<file path="config.mk">
export PLATFORM = sky130hd
export DESIGN_NAME = crc_frame_ctrl
export DESIGN_NICKNAME = d
export VERILOG_FILES = /design/src/rtl/crc_frame_ctrl.sv
export SDC_FILE = /design/constraint.sdc
export NUM_CORES = 1
export LEC_CHECK = 0
export CAP_MARGIN = 20
export CORE_ASPECT_RATIO = 2
export CORE_MARGIN = 1
export CORE_UTILIZATION = 50
export DETAILED_ROUTE_END_ITERATION = 10
export PLACE_DENSITY = 0.88
export SLEW_MARGIN = 25
export SYNTH_ARGS = -nofsm -noshare
export SYNTH_HDL_FRONTEND = slang
export SYNTH_SLANG_ARGS = --single-unit
</file>
<file path="constraint.sdc">
create_clock -name clk -period 2 [get_ports clk]
set_input_delay 0.2 -clock clk [delete_from_list [all_inputs] [get_ports clk]]
set_output_delay 0.2 -clock clk [all_outputs]
set_load 0.05 [all_outputs]
</file>
<file path="src/rtl/crc_frame_ctrl.sv">
// Byte-serial CRC engine with frame framing: one byte per clock, registered result
// held until the consumer handshakes it, abort and synchronous reset discard a frame.
module crc_frame_ctrl #(
    parameter int              BITS   = 8,
    parameter logic [BITS-1:0] POLY   = 8'h07,
    parameter logic [BITS-1:0] INIT   = '0,
    parameter logic [BITS-1:0] XOROUT = '0,
    parameter bit              REFIN  = 1'b0,
    parameter bit              REFOUT = 1'b0
) (
    input  logic            clk,
    input  logic            rst,
    input  logic            s_valid,
    output logic            s_ready,
    input  logic [7:0]      s_data,
    input  logic            s_last,
    input  logic            abort,
    output logic            crc_valid,
    input  logic            crc_ready,
    output logic [BITS-1:0] crc_out,
    output logic [15:0]     byte_cnt,
    output logic            busy
);

    // state | meaning
    // IDLE  | no frame open, crc register holds INIT
    // RUN   | frame open, accumulating bytes
    // DONE  | result presented, waiting for crc_ready
    typedef enum logic [1:0] {
        IDLE = 2'd0,
        RUN  = 2'd1,
        DONE = 2'd2
    } state_t;

    state_t          state_q, state_d;
    logic [BITS-1:0] crc_q, crc_d;
    logic [BITS-1:0] out_q, out_d;
    logic [15:0]     cnt_q, cnt_d;
    logic            accept;
    logic [BITS-1:0] crc_next;

    function automatic logic [7:0] reflect8(input logic [7:0] d);
        logic [7:0] r;
        for (int i = 0; i < 8; i++) begin
            r[i] = d[7-i];
        end
        return r;
    endfunction

    function automatic logic [BITS-1:0] reflect_w(input logic [BITS-1:0] d);
        logic [BITS-1:0] r;
        for (int i = 0; i < BITS; i++) begin
            r[i] = d[BITS-1-i];
        end
        return r;
    endfunction

    // MSB-first bitwise update over one byte, unrolled into a single cycle.
    function automatic logic [BITS-1:0] crc_step(input logic [BITS-1:0] crc,
                                                 input logic [7:0]      din);
        logic [BITS-1:0] c;
        logic [BITS-1:0] ext;
        ext = BITS'(din) << (BITS - 8);
        c   = crc ^ ext;
        for (int i = 0; i < 8; i++) begin
            if (c[BITS-1]) begin
                c = (c << 1) ^ POLY;
            end else begin
                c = c << 1;
            end
        end
        return c;
    endfunction

    function automatic logic [BITS-1:0] finalize(input logic [BITS-1:0] crc);
        logic [BITS-1:0] r;
        r = REFOUT ? reflect_w(crc) : crc;
        return r ^ XOROUT;
    endfunction

    assign s_ready   = (state_q != DONE);
    assign crc_valid = (state_q == DONE);
    assign busy      = (state_q == RUN);
    assign crc_out   = out_q;
    assign byte_cnt  = cnt_q;

    assign accept   = s_valid && s_ready;
    assign crc_next = crc_step(crc_q, REFIN ? reflect8(s_data) : s_data);

    always_comb begin
        state_d = state_q;
        crc_d   = crc_q;
        out_d   = out_q;
        cnt_d   = cnt_q;

        case (state_q)
            IDLE, RUN: begin
                if (accept) begin
                    crc_d = crc_next;
                    if (state_q == IDLE) begin
                        cnt_d = 16'd1;
                    end else if (cnt_q != 16'hFFFF) begin
                        cnt_d = cnt_q + 16'd1;
                    end
                    if (s_last) begin
                        out_d   = finalize(crc_next);
                        state_d = DONE;
                    end else begin
                        state_d = RUN;
                    end
                end
            end
            DONE: begin
                if (crc_ready) begin
                    state_d = IDLE;
                    crc_d   = INIT;
                end
            end
            default: begin
                state_d = IDLE;
                crc_d   = INIT;
            end
        endcase

        // Abort wins over any coincident byte; the last published result is kept.
        if (abort) begin
            state_d = IDLE;
            crc_d   = INIT;
            cnt_d   = 16'd0;
            out_d   = out_q;
        end
    end

    always_ff @(posedge clk) begin
        if (rst) begin
            state_q <= IDLE;
            crc_q   <= INIT;
            out_q   <= '0;
            cnt_q   <= 16'd0;
        end else begin
            state_q <= state_d;
            crc_q   <= crc_d;
            out_q   <= out_d;
            cnt_q   <= cnt_d;
        end
    end

endmodule

</file>
==> impl_metrics.toml, run 1 <==
[pwr]
combPwrFrac_pct = 26.9
power.leakage_uw = 0.000926
pwr-share-clk_pct = 30.4
ir_drop_mv = 0.667
sequentialPowerShare_pct = 42.7
power_density_nw_per_um2 = 650
power.internal_uw = 1210
finalPower_uw = 1700
p_sw_uw = 496
p_sw_share_pct = 29.1

[sta]
grt_setup_unrepaired = "no"
finalCritPeriodShare_pct = 93.4
max_slew_margin_pct = 38.4
fin_crit_ps = 1870
fin_hold_ws_ps = 499
hold_violations = 0
clock_skew_ps = 4.09
worst_pin_slew_ps = 922
fmax_mhz = 535
slew_violations = 0
fin_setup_tns_ps = 0
finalSetupViolCount = 0

[cells_and_area]
syn2layout_area_growth_pct = 37.6
finish.instance_area_um2 = 2620
drive_gt1_share_pct = 20.4
num_antenna_cells = 0
finalNetCount = 284
finalNonFillerCells = 319

[drt]
via_count = 1769
ant_nets = 0
drc = 0
dr.pass1.iters = 4
wirelength_um = 4580
drt_iter0_markers = 53
wl_per_cell_um = 14.4
avgViaCountPerCell = 5.55

[synth]
synth-async-reset-ratio_pct = 0
ys_seq_elements = 34
ys_seq_area_share_pct = 35.7
synth_flop_cell = "dfxtp_1"
synth_top_area_share_pct = 35.7
syn_avg_cell_area_um2 = 9.11
yosysMostFrequentCell = "dfxtp_1"
synthTopCellsByCount = "dfxtp_1, nor2_1, xnor2_1, a21oi_1, nand4_1"
synth_area_leader_cell = "dfxtp_1"
synthesis.area_um2 = 1900
synth_enable_flop_cells = 0
ys_warn_count = 0
syn_nets = 224
synth_cell_types = 44
netlist_top_cells_area = "dfxtp_1, xnor2_1, nor2_1"
synth_cells = 209

[cts]
clkSinkCount = 34
clock-root-buffer = "clkbuf_8"
cts_setup_buffers = 0
ctsLongestPathBuffers = 2
cts_made_buffers = 5
ctsHoldBuffers = 0
htree_levels = 2
cts_tree = "done"
clock_latency_ps = 280
path_clk_slew_ps = 70

[global_routing]
grt_pass1_vias = 1758
grt_util_all_layers_pct = 24.5
grt_max_degree = 17
grt_pass1_wl_um = 7340
antenna_found_initial = 0
grt-ovfl-total = 0

[worst_setup_path]
r2r-start = "byte_cnt[9]"
path_max_fanout = 4
cp-end-kind = "register"
critical_path_arrival_ps = 2010
r2r_end = "byte_cnt[15]"
r2r_slack_ps = 130
worstSetupPathType = "reg -> reg"
worst_setup_path_start_kind = "register"
reg2regPathDepth = 6
cp.required_ps = 2140

[run]
maxCapViolations = 0

[hold_path]
hold_path.class = "reg -> reg"
hold_path.startpoint = "crc_out[4]"
worstHoldEndpoint = "crc_out[4]"
min_path_cells = 2

[placed_design]
place_area_um2 = 2510
dpl.hpwl_um = 3400
portBuffers = 40
dp_cells = 311
gp_congestion = 0.866

[status]
status = "complete, no violations"

[floorplan]
core_area_um2 = 3650
io_pins = 41
rows = 31
fp.dieW_um = 45.6
dieHeight_um = 89.3
die_area_um2 = 4070
initial_core_util_pct = 52.2
## metrics by stage
step / util (%) / worst slack, ps
after detailed placement: 68.9 / -155
after floorplan: - / 9.78
final: 71.9 / 132
after global routing: 71.9 / 28.2
after CTS: 71.6 / 148
after global placement: 68.9 / -78.2
## registers in the layout (all words and copies together), names as in the netlist
| signal | count |
|---|---|
| crc_out | 8 |
| byte_cnt | 16 |
| crc_q | 8 |
| state_q | 2 |
## area by class of cell
class	count	area, um^2
multi-input combinational	159	1170
fill	293	1030
sequential	34	686
timing repair buffer	65	593
clock buffer	7	86.3
tap	49	61.3
inverter	4	15.0
clock inverter	1	5.00
## routing by layer
metal	global-route usage (%)	vias up	wire length (um)
li1	-	862	-
met1	23.4	848	1670
met2	45.6	44	2650
met3	4.44	15	120
met4	14.6	0	144
met5	0	-	0
## repair_timing
action / 4_1_cts / 5_1_grt
gates resized for setup: 1 / 1
hold endpoints to repair: 0 / 0
setup endpoints to repair: 1 / 2
## worst max-delay path, cell delays in order (launching register included)
cell,delay [ps]
dfxtp_1,400
nand4_1,200
buf_4,200
or2_2,310
a2111oi_2,390
xnor2_1,170
nor2_1,50
## power by group through the flow
stage	Combinational (uW)	Sequential [uW]	Clock, uW
floorplan	264	776	0
global placement	449	741	0
detailed placement	458	742	0
CTS	462	727	532
global route	494	730	565
finish	458	728	518
## worst max path at each step
stage / start / endpoint / slack (ps) / depth (start not counted)
finish: byte_cnt[9] / byte_cnt[15] / 130 / 6
global route: s_data[1] / crc_q[2] / 30 / 7
CTS: s_data[1] / crc_q[2] / 150 / 7
detailed placement: s_data[1] / crc_q[2] / -150 / 7
global placement: s_data[1] / crc_q[2] / -80 / 7
floorplan: state_q[0] / crc_q[2] / 10 / 7
## placed cells by master (no fill, tap or decap), types with 4 or more instances in the layout
cell | synthesis | routed
a211oi_1 | 4 | 4
xnor2_1 | 23 | 23
nand2_1 | 7 | 7
nand4_1 | 8 | 8
buf_4 | 0 | 27
a2111oi_0 | 4 | 4
nor2_1 | 30 | 30
nand2b_1 | 5 | 4
mux2i_1 | 6 | 6
a22oi_1 | 5 | 5
dfxtp_2 | 0 | 4
nand3_1 | 6 | 6
inv_1 | 4 | 4
clkbuf_8 | 0 | 6
a21oi_1 | 12 | 12
xor2_1 | 7 | 7
dfxtp_1 | 34 | 30
clkdlybuf4s50_1 | 0 | 37
## kinds of logic (layout without fill, tap and decap cells)
| logic type | after synthesis | after routing | synth area share [%] |
|---|---|---|---|
| DFF | 34 | 34 | 35.7 |
| adders and majority gates | 1 | 1 | 0.657 |
| and+or+nand+nor | 76 | 76 | 21.3 |
| AOI/OAI and AO/OA | 40 | 40 | 15.4 |
| xor gates and xnor gates | 36 | 36 | 20.2 |
| buffers and inverters | 16 | 77 | 3.55 |
| muxes | 6 | 6 | 3.15 |
Note: power is estimated with default switching activity, not from simulation.
==> run 2, diff against run 1 <==
==> constraint.sdc (replaced) <==
create_clock -name clk -period 2 [get_ports clk]
set_input_delay 0.2 -clock clk [delete_from_list [all_inputs] [get_ports clk]]
set_output_delay 0.2 -clock clk [all_outputs]
set_load 0.1 [all_outputs]
==> impl_metrics.toml, run 2 (synthesis gave the netlist of run 1 again) <==
[global_routing]
grt_max_degree = 17
grt_util_all_layers_pct = 27.0
antenna_found_initial = 0
grt_pass1_wl_um = 7870
grt_pass1_vias = 1741
grt-ovfl-total = 0

[drt]
ant_nets = 0
avgViaCountPerCell = 5.58
dr.pass1.iters = 4
via_count = 1751
wirelength_um = 4820
wl_per_cell_um = 15.4
drc = 0
drt_iter0_markers = 38

[cts]
path_clk_slew_ps = 70
cts_setup_buffers = 0
htree_levels = 2
clock-root-buffer = "clkbuf_8"
ctsLongestPathBuffers = 2
clkSinkCount = 34
clock_latency_ps = 290
cts_tree = "done"
cts_made_buffers = 5

[worst_setup_path]
worst_setup_path_start_kind = "register"
critPathSlowestCell = "or3_4"
r2r_end = "byte_cnt[13]"
cp.required_ps = 2140
r2r_slack_ps = 120
r2r-start = "byte_cnt[2]"
crit_chain = "nand4_1 -> or3_4 -> a2111oi_4 -> xnor2_1 -> nor2_1"
worst-path-buf-inv = 0
critPathTopFamily = "simple AND/OR/NAND/NOR gates"
reg2regPathDepth = 5
path_max_fanout = 7
critical_path_arrival_ps = 2010
cp-end-kind = "register"
critical_path.max_stage_delay_ps = 490
worstSetupPathType = "reg -> reg"

[status]
status = "complete, no violations"

[cells_and_area]
finalNetCount = 279
final_cell_mix = "buf_4, nor2_1, xnor2_1, dfxtp_1"
syn2layout_area_growth_pct = 35.9
drive_gt1_share_pct = 34.7
layout_commonest_cell = "buf_4"
num_antenna_cells = 0
largest_register_ffs = 16
finalNonFillerCells = 314

[floorplan]
dieHeight_um = 89.3
io_pins = 41
rows = 31
core_area_um2 = 3650
die_area_um2 = 4070
fp.dieW_um = 45.6
initial_core_util_pct = 52.2

[placed_design]
dpl.hpwl_um = 3550
dp_cells = 306
gp_congestion = 0.837
portBuffers = 40

[pwr]
combPwrFrac_pct = 29.7
finalPower_uw = 1780
p_sw_share_pct = 32.0
power.leakage_uw = 0.000944
power.internal_uw = 1210
power_density_nw_per_um2 = 687
sequentialPowerShare_pct = 40.7
pwr-share-clk_pct = 29.7
p_sw_uw = 569
ir_drop_mv = 0.702

[sta]
hold_violations = 0
fmax_mhz = 532
worst_pin_slew_ps = 965
finalSetupViolCount = 0
fin_hold_ws_ps = 503
grt_setup_unrepaired = "no"
fin_crit_ps = 1880
max_slew_margin_pct = 35.5
slew_violations = 0
finalCritPeriodShare_pct = 93.9
clock_skew_ps = 4.58

[run]
maxCapViolations = 0

[hold_path]
worstHoldEndpoint = "crc_q[1]"
hold_path.class = "reg -> reg"
min_path_cells = 2
hold_path.startpoint = "crc_q[1]"
==> run 2: cell types whose count changed in the layout (fill, tap and decap cells not counted), sizes merged <==
cell           change
inv                -1
clkdlybuf4s50     -24
clkinvlp           +1
buf               +19
==> run 2: area by class of cell <==
class	count	area [um^2]
multi-input cells	159	1200
fillers	293	1060
flip-flops and latches	34	712
repair buffers	60	508
clock buffers	7	86.3
well taps	49	61.3
inverters	4	18.8
clock inverters	1	5.00
==> run 2: metrics by stage <==
stage	TNS (ps)	utilization (%)	cell area, um^2	worst slack (ps)
after detailed placement	-372	68.4	2490	-52.5
after floorplan	-124	-	1980	-124
after CTS	0	71.0	2590	142
after global placement	0	68.4	2490	1.80
final	0	71.0	2590	122
after global routing	0	71.0	2590	13.4
==> run 2: layer usage <==
metal / GRT usage [%] / vias to the layer above / part of all wire [%]
met4: 17.4 / 0 / 3.0
met2: 49.4 / 58 / 58
met1: 25.7 / 830 / 35
met3: 5.25 / 13 / 3.2
li1: - / 850 / -
met5: 0 / - / 0
==> run 2: power by group through the flow <==
stage	combinational, uW	sequential (uW)	clock [uW]
detailed placement	522	737	0
floorplan	279	815	0
CTS	526	722	533
finish	527	722	527
global route	558	725	572
global placement	513	736	0
==> run 2: how the worst max path moves through the flow <==
stage	from	endpoint	slack, ps	cells after the start
2_1_floorplan	state_q[0]	crc_q[2]	-120	7
3_3_place_gp	s_valid	byte_cnt[14]	2	5
3_5_place_dp	s_valid	byte_cnt[2]	-50	5
4_1_cts	byte_cnt[2]	byte_cnt[13]	140	5
5_1_grt	byte_cnt[2]	byte_cnt[12]	10	6
6_report	byte_cnt[2]	byte_cnt[13]	120	5
==> run 2: repair_timing <==
item / CTS / global route
hold buffers: 0 / 0
resized for setup: 1 / 0
endpoints found under the hold margin: 0 / 0
setup endpoints to repair: 3 / 0
==> run 2: tightest hold or removal path: stages, from the launching register on <==
cell	delay, ps
dfxtp_1	320
o21ai_0	70
a21oi_1	60
